## config.mk

```make
export PLATFORM = sky130hd
export DESIGN_NAME = mac_rr_arbiter_flat
export DESIGN_NICKNAME = d
export VERILOG_FILES = /design/src/rtl/mac_rr_arbiter_if.sv /design/src/rtl/mac_rr_arbiter.sv /design/src/flat_wrapper.sv
export SDC_FILE = /design/constraint.sdc
export NUM_CORES = 1
export LEC_CHECK = 0
export CAP_MARGIN = 5
export CORE_MARGIN = 4
export CORE_UTILIZATION = 26
export CTS_CLUSTER_DIAMETER = 80
export DETAILED_ROUTE_END_ITERATION = 12
export GPL_TIMING_DRIVEN = 0
export HOLD_SLACK_MARGIN = 0.1
export PLACE_DENSITY_LB_ADDON = 0.12
export SLEW_MARGIN = 20
export SYNTH_ARGS = -nofsm -noshare
export SYNTH_HDL_FRONTEND = slang
export SYNTH_SLANG_ARGS = --single-unit
```

## constraint.sdc

```tcl
create_clock -name clk -period 6.05 [get_ports clk]
set_input_delay 1.5125 -clock clk [delete_from_list [all_inputs] [get_ports clk]]
set_output_delay 1.5125 -clock clk [all_outputs]
set_load 0.02 [all_outputs]
```

## src/rtl/mac_rr_arbiter_if.sv

```systemverilog
// mac_rr_arbiter_if
//   Bundle between MAC clients and the shared-multiplier arbiter.
//   Clients sit on the master modport, the arbiter on the slave modport.
//   req_valid/req_ready : per-requester handshake (ready is one-hot or zero)
//   req_a/req_b         : packed signed operands, slice i = requester i
//   req_clr             : per-requester "load instead of accumulate"
//   rsp_valid/rsp_id    : single-cycle result pulse and owning requester
//   rsp_prod/rsp_acc    : signed product and updated accumulator
//   busy                : any pipeline stage occupied
interface mac_rr_arbiter_if #(
  parameter int WIDTH = 8,
  parameter int NREQ  = 4,
  parameter int ACC_W = 2*WIDTH+4,
  parameter int IDW   = $clog2(NREQ)
);
  logic [NREQ-1:0]       req_valid;
  logic [NREQ-1:0]       req_ready;
  logic [NREQ*WIDTH-1:0] req_a;
  logic [NREQ*WIDTH-1:0] req_b;
  logic [NREQ-1:0]       req_clr;
  logic                  rsp_valid;
  logic [IDW-1:0]        rsp_id;
  logic [2*WIDTH-1:0]    rsp_prod;
  logic [ACC_W-1:0]      rsp_acc;
  logic                  busy;

  modport master (
    output req_valid, req_a, req_b, req_clr,
    input  req_ready, rsp_valid, rsp_id, rsp_prod, rsp_acc, busy
  );

  modport slave (
    input  req_valid, req_a, req_b, req_clr,
    output req_ready, rsp_valid, rsp_id, rsp_prod, rsp_acc, busy
  );
endinterface

```

## src/rtl/mac_rr_arbiter.sv

```systemverilog
// mac_rr_arbiter
//   Round-robin arbiter feeding one shared signed WIDTH x WIDTH multiplier.
//   Each requester owns a private ACC_W-bit accumulator. Accepted requests
//   pass issue -> multiply -> accumulate, one result per request, in order.
//   Ports:
//     clk  : rising-edge clock
//     rst  : synchronous active-high reset
//     bus  : mac_rr_arbiter_if.slave (request handshake, operands, results, busy)
module mac_rr_arbiter #(
  parameter int WIDTH = 8,
  parameter int NREQ  = 4,
  parameter int ACC_W = 2*WIDTH+4,
  parameter int IDW   = $clog2(NREQ)
) (
  input  logic            clk,
  input  logic            rst,
  mac_rr_arbiter_if.slave bus
);

  logic [IDW-1:0]  rr_ptr;
  logic [NREQ-1:0] grant;
  logic [IDW-1:0]  gnt_id;
  logic            accept;

  // S1 issue
  logic               s1_valid;
  logic [WIDTH-1:0]   s1_a;
  logic [WIDTH-1:0]   s1_b;
  logic               s1_clr;
  logic [IDW-1:0]     s1_id;

  // S2 multiply
  logic               s2_valid;
  logic signed [2*WIDTH-1:0] s2_prod;
  logic               s2_clr;
  logic [IDW-1:0]     s2_id;

  // S3 accumulate / response
  logic               rsp_valid_q;
  logic [IDW-1:0]     rsp_id_q;
  logic [2*WIDTH-1:0] rsp_prod_q;
  logic [ACC_W-1:0]   rsp_acc_q;
  logic [ACC_W-1:0]   acc [NREQ];

  logic [2*WIDTH-1:0] mul_full;
  logic [ACC_W-1:0]   p_ext;
  logic [ACC_W-1:0]   acc_next;

  // Cyclic first-valid search starting at rr_ptr.
  always_comb begin
    logic [IDW-1:0] idx;
    logic           found;
    grant  = '0;
    gnt_id = '0;
    found  = 1'b0;
    idx    = '0;
    for (int k = 0; k < NREQ; k++) begin
      idx = IDW'((int'(rr_ptr) + k) % NREQ);
      if (!found && bus.req_valid[idx]) begin
        found      = 1'b1;
        grant[idx] = 1'b1;
        gnt_id     = idx;
      end
    end
    if (rst) begin
      grant = '0;
    end
  end

  assign accept = |grant;

  // Sign-extending both operands to 2*WIDTH makes the low 2*WIDTH bits of
  // an unsigned multiply equal the exact signed product, including (-2^(W-1))^2.
  assign mul_full = {{WIDTH{s1_a[WIDTH-1]}}, s1_a} * {{WIDTH{s1_b[WIDTH-1]}}, s1_b};

  always_comb begin
    p_ext    = ACC_W'(s2_prod);
    acc_next = s2_clr ? p_ext : acc[s2_id] + p_ext;
  end

  always_ff @(posedge clk) begin
    if (rst) begin
      rr_ptr      <= '0;
      s1_valid    <= 1'b0;
      s1_a        <= '0;
      s1_b        <= '0;
      s1_clr      <= 1'b0;
      s1_id       <= '0;
      s2_valid    <= 1'b0;
      s2_prod     <= '0;
      s2_clr      <= 1'b0;
      s2_id       <= '0;
      rsp_valid_q <= 1'b0;
      rsp_id_q    <= '0;
      rsp_prod_q  <= '0;
      rsp_acc_q   <= '0;
      for (int i = 0; i < NREQ; i++) begin
        acc[i] <= '0;
      end
    end else begin
      s1_valid <= accept;
      if (accept) begin
        s1_a   <= bus.req_a[gnt_id*WIDTH +: WIDTH];
        s1_b   <= bus.req_b[gnt_id*WIDTH +: WIDTH];
        s1_clr <= bus.req_clr[gnt_id];
        s1_id  <= gnt_id;
        rr_ptr <= (gnt_id == IDW'(NREQ-1)) ? '0 : gnt_id + 1'b1;
      end

      s2_valid <= s1_valid;
      if (s1_valid) begin
        s2_prod <= mul_full;
        s2_clr  <= s1_clr;
        s2_id   <= s1_id;
      end

      // Response fields hold their last value while rsp_valid is low.
      rsp_valid_q <= s2_valid;
      if (s2_valid) begin
        acc[s2_id] <= acc_next;
        rsp_id_q   <= s2_id;
        rsp_prod_q <= s2_prod;
        rsp_acc_q  <= acc_next;
      end
    end
  end

  assign bus.req_ready = grant;
  assign bus.rsp_valid = rsp_valid_q;
  assign bus.rsp_id    = rsp_id_q;
  assign bus.rsp_prod  = rsp_prod_q;
  assign bus.rsp_acc   = rsp_acc_q;
  assign bus.busy      = s1_valid | s2_valid | rsp_valid_q;

endmodule

```

## src/flat_wrapper.sv

```systemverilog
// flat-port wrapper written by rule: the top's interface ports become plain ports
module mac_rr_arbiter_flat 
#(
  parameter int WIDTH = 8,
  parameter int NREQ  = 4,
  parameter int ACC_W = 2*WIDTH+4,
  parameter int IDW   = $clog2(NREQ)
)
  (clk, rst, bus_req_valid, bus_req_a, bus_req_b, bus_req_clr, bus_req_ready, bus_rsp_valid, bus_rsp_id, bus_rsp_prod, bus_rsp_acc, bus_busy);
  mac_rr_arbiter_if #(.WIDTH(WIDTH), .NREQ(NREQ), .ACC_W(ACC_W), .IDW(IDW)) bus_i ();
  input  logic clk;
  input  logic rst;
  input wire logic [$bits(bus_i.req_valid)-1:0] bus_req_valid;
  input wire logic [$bits(bus_i.req_a)-1:0] bus_req_a;
  input wire logic [$bits(bus_i.req_b)-1:0] bus_req_b;
  input wire logic [$bits(bus_i.req_clr)-1:0] bus_req_clr;
  output wire logic [$bits(bus_i.req_ready)-1:0] bus_req_ready;
  output wire logic [$bits(bus_i.rsp_valid)-1:0] bus_rsp_valid;
  output wire logic [$bits(bus_i.rsp_id)-1:0] bus_rsp_id;
  output wire logic [$bits(bus_i.rsp_prod)-1:0] bus_rsp_prod;
  output wire logic [$bits(bus_i.rsp_acc)-1:0] bus_rsp_acc;
  output wire logic [$bits(bus_i.busy)-1:0] bus_busy;
  assign bus_i.req_valid = bus_req_valid;
  assign bus_i.req_a = bus_req_a;
  assign bus_i.req_b = bus_req_b;
  assign bus_i.req_clr = bus_req_clr;
  assign bus_req_ready = bus_i.req_ready;
  assign bus_rsp_valid = bus_i.rsp_valid;
  assign bus_rsp_id = bus_i.rsp_id;
  assign bus_rsp_prod = bus_i.rsp_prod;
  assign bus_rsp_acc = bus_i.rsp_acc;
  assign bus_busy = bus_i.busy;
  mac_rr_arbiter #(.WIDTH(WIDTH), .NREQ(NREQ), .ACC_W(ACC_W), .IDW(IDW)) u_core (.clk(clk), .rst(rst), .bus(bus_i));
endmodule
```

==> flow_metrics.py <==
metrics = {
    "run_status": {
        "status": "completed",
    },
    "sta": {
        "finalSetupTns_ns": 0,
        "min_period_over_period": 0.937,
        "fin_skew_ns": 0.0167,
        "hold_viol_final": 0,
        "slew_headroom": 0.393,
        "final_max_slew_viol_count": 0,
        "whs_ns": 0.444,
        "worstMarginPinSlew_ns": 0.910,
        "fmax_ghz": 0.176,
        "setup_viol": 0,
        "period_minus_slack_ns": 5.67,
        "rsz0062_at_grt": "no",
    },
    "synthesis": {
        "synth_edf_count": 80,
        "yosysMostFrequentCell": "nor2_1",
        "synth_cells": 1076,
        "ys_seq_area_frac": 0.379,
        "async_flop_share": 0,
        "ys_types": 63,
        "ys_ff_latch": 163,
        "synth_mux_area_frac": 0.106,
        "ys_top_cells_by_count": "nor2_1 (131), inv_1 (111), nand2_1 (104), dfxtp_1 (83), edfxtp_1 (80)",
        "synth_top_family_by_area": "adder cells",
        "synth_top_area_frac": 0.224,
        "synthAdderAreaFrac": 0.171,
        "yosysTopAreaCell": "edfxtp_1",
        "synth-simple-area-share": 0.160,
        "syn_area_per_cell_um2": 9.97,
        "syn_nets": 1263,
        "synth_area_leaders": "edfxtp_1 (22%), dfxtp_1 (15%), fa_1 (10%), ha_1 (6.6%), mux2i_1 (5.7%)",
        "synth_xor_area_frac": 0.0204,
        "syn-cell-area_mm2": 0.0107,
        "synth_compound_area_frac": 0.102,
        "yosysWarnings": 0,
        "synth_ff_type": "dfxtp_1",
    },
    "routing": {
        "totalWireLength_um": 30800,
        "dr.pass1.iters": 4,
        "drc": 0,
        "wl_per_cell_um": 17.5,
        "via_per_inst": 4.48,
        "wl_met1_um": 14300,
        "drt_iter0_drc": 417,
        "dr.max_layer_used": "met4",
        "vias": 7877,
        "wl_met3_um": 819,
        "wl_met2_um": 15400,
        "antenna_left": 0,
    },
    "global_route": {
        "grt_pass1_vias": 8504,
        "grt_max_degree": 21,
        "track_usage": 0.141,
        "grt_pass1_wl_um": 49000,
        "grt-ovfl-total": 0,
        "antenna_found_initial": 0,
    },
    "clock_tree": {
        "clk_path_buf_depth": 2,
        "clk_latency_ns": 0.43,
        "cts_resized": 0,
        "ctsHoldBuffers": 0,
        "cts_tree": "yes",
        "clock_sinks": 163,
        "clkSlewWorstSetupHoldPaths_ns": 0.06,
        "cts_buffers": 17,
        "cts_max_level": 4,
        "root_buffer": "clkbuf_16",
        "post_cts_buffers": 0,
    },
    "run": {
        "cap_violations": 0,
    },
    "worst_setup_path": {
        "crit_path_end_kind": "primary output",
        "arrival_ns": 4.16,
        "critPathLaunchType": "input port",
        "worst-path-max-fanout": 8,
        "crit_type": "in -> out",
        "required_ns": 4.54,
    },
    "final_layout": {
        "drive_above_1_share": 0.0694,
        "area_growth_pct": 22.7,
        "fillers": 4237,
        "fin_nets": 1399,
        "antenna_cells": 0,
    },
    "die": {
        "die_y_um": 211,
        "die_w_um": 211,
        "die_area_mm2": 0.0446,
        "initial_core_util": 0.263,
        "core_area_mm2": 0.0408,
        "num_io_pins": 118,
        "row_count": 74,
    },
    "placement": {
        "hpwl_um": 23800,
        "routabilityCongestion": 0.823,
        "portBuffers": 116,
    },
    "min_path": {
        "holdCritPathClass": "reg -> reg",
    },
    "power": {
        "power.total_w": 0.00647,
        "vdd_ir_drop_max_mv": 0.234,
        "p_per_area_mw_per_mm2": 491,
        "p_leak_nw": 5.44,
    },
}
stage by stage:
| stage | worst slack (ns) | cells | area (µm²) | utilization |
|---|---|---|---|---|
| 5_1_grt | 0.250 | 1757 | 13200 | 0.322 |
| 6_report | 0.381 | 1757 | 13200 | 0.322 |
| 4_1_cts | 0.371 | 1757 | 13200 | 0.322 |
| 3_5_place_dp | 0.376 | 1725 | 12600 | 0.308 |
| 3_3_place_gp | 0.390 | 1724 | 12600 | 0.308 |
| 2_1_floorplan | 1.46 | 1076 | 10700 | - |
logic make-up (layout without fill, tap and decap cells):
| family | after synthesis | after routing |
|---|---|---|
| flops | 163 | 163 |
| simple gates | 369 | 369 |
| xor+xnor | 25 | 25 |
| compound gates | 158 | 158 |
| buf+inv | 162 | 311 |
| mux | 86 | 86 |
| fa+ha+maj | 113 | 113 |
layout by cell type (no fill, tap or decap), drive strengths merged, types with 13 or more instances in the layout:
master	netlist	final
buf	15	16
a211oi	26	26
clkdlybuf4s50	0	116
dfxtp	83	83
fa	56	56
mux4	22	22
nor2b	22	22
o21ai	26	26
edfxtp	80	80
a21oi	42	42
nor3	13	13
and2	48	48
clkbuf	33	55
mux2i	61	61
inv	114	116
a211o	17	17
nand2	105	105
ha	57	57
nor2	131	131
xnor2	19	19
report_power, final:
group	switching, W	internal, W
clock network	0.000469	0.000625
logic	0.00211	0.00161
registers	0.000260	0.00139
critical path, stage by stage:
cell	delay, ns
clkdlybuf4s50_1	0.54
or3b_1	0.41
a2111o_1	0.47
nand2_2	0.14
nand2_1	0.08
a311oi_2	0.32
clkdlybuf4s50_1	0.67
final timing paths:
path / start / to / slack, ns / cells after the start
worst max-delay path: bus_req_valid[0] / bus_req_ready[1] / 0.38 / 7
worst min-delay path: u_core.bus.rsp_acc[7]$_SDFFE_PP0P_ / u_core.bus.rsp_acc[7]$_SDFFE_PP0P_ / 0.44 / 2
worst max register to register: flop / u_core.acc[2][19]$_SDFFCE_PN0P_ / 0.89 / 11
worst min register to register: u_core.bus.rsp_acc[7]$_SDFFE_PP0P_ / u_core.bus.rsp_acc[7]$_SDFFE_PP0P_ / 0.44 / 2
area by class of cell:
| type | instances | area [µm²] | area share |
|---|---|---|---|
| clock buffer | 22 | 454 | 0.0345 |
| timing repair buffer | 117 | 1180 | 0.0894 |
| sequential | 163 | 4060 | 0.309 |
| buffer | 48 | 231 | 0.0176 |
| inverter | 114 | 428 | 0.0325 |
| tap | 532 | 666 | 0.0506 |
| multi-input combinational | 751 | 6010 | 0.457 |
| clock inverter | 10 | 128 | 0.00970 |
metal layers:
metal | GRT usage | vias up
met1 | 0.185 | 3820
li1 | - | 3939
met2 | 0.250 | 102
met3 | 0.0195 | 16
met4 | 0.0279 | 0
met5 | 0 | -
state kept, by name (all words and copies together) (netlist names), 2 cells and up, named ones only:
signal and flops:
u_core.s1_id 2, u_core.s2_prod 16, u_core.bus.rsp_id 2, u_core.rr_ptr 2, u_core.s1_b 8, u_core.bus.rsp_acc 20, u_core.acc 80, u_core.bus.rsp_prod 16
u_core.s1_a 8, u_core.s2_id 2
(Power assumes the default switching activity.)
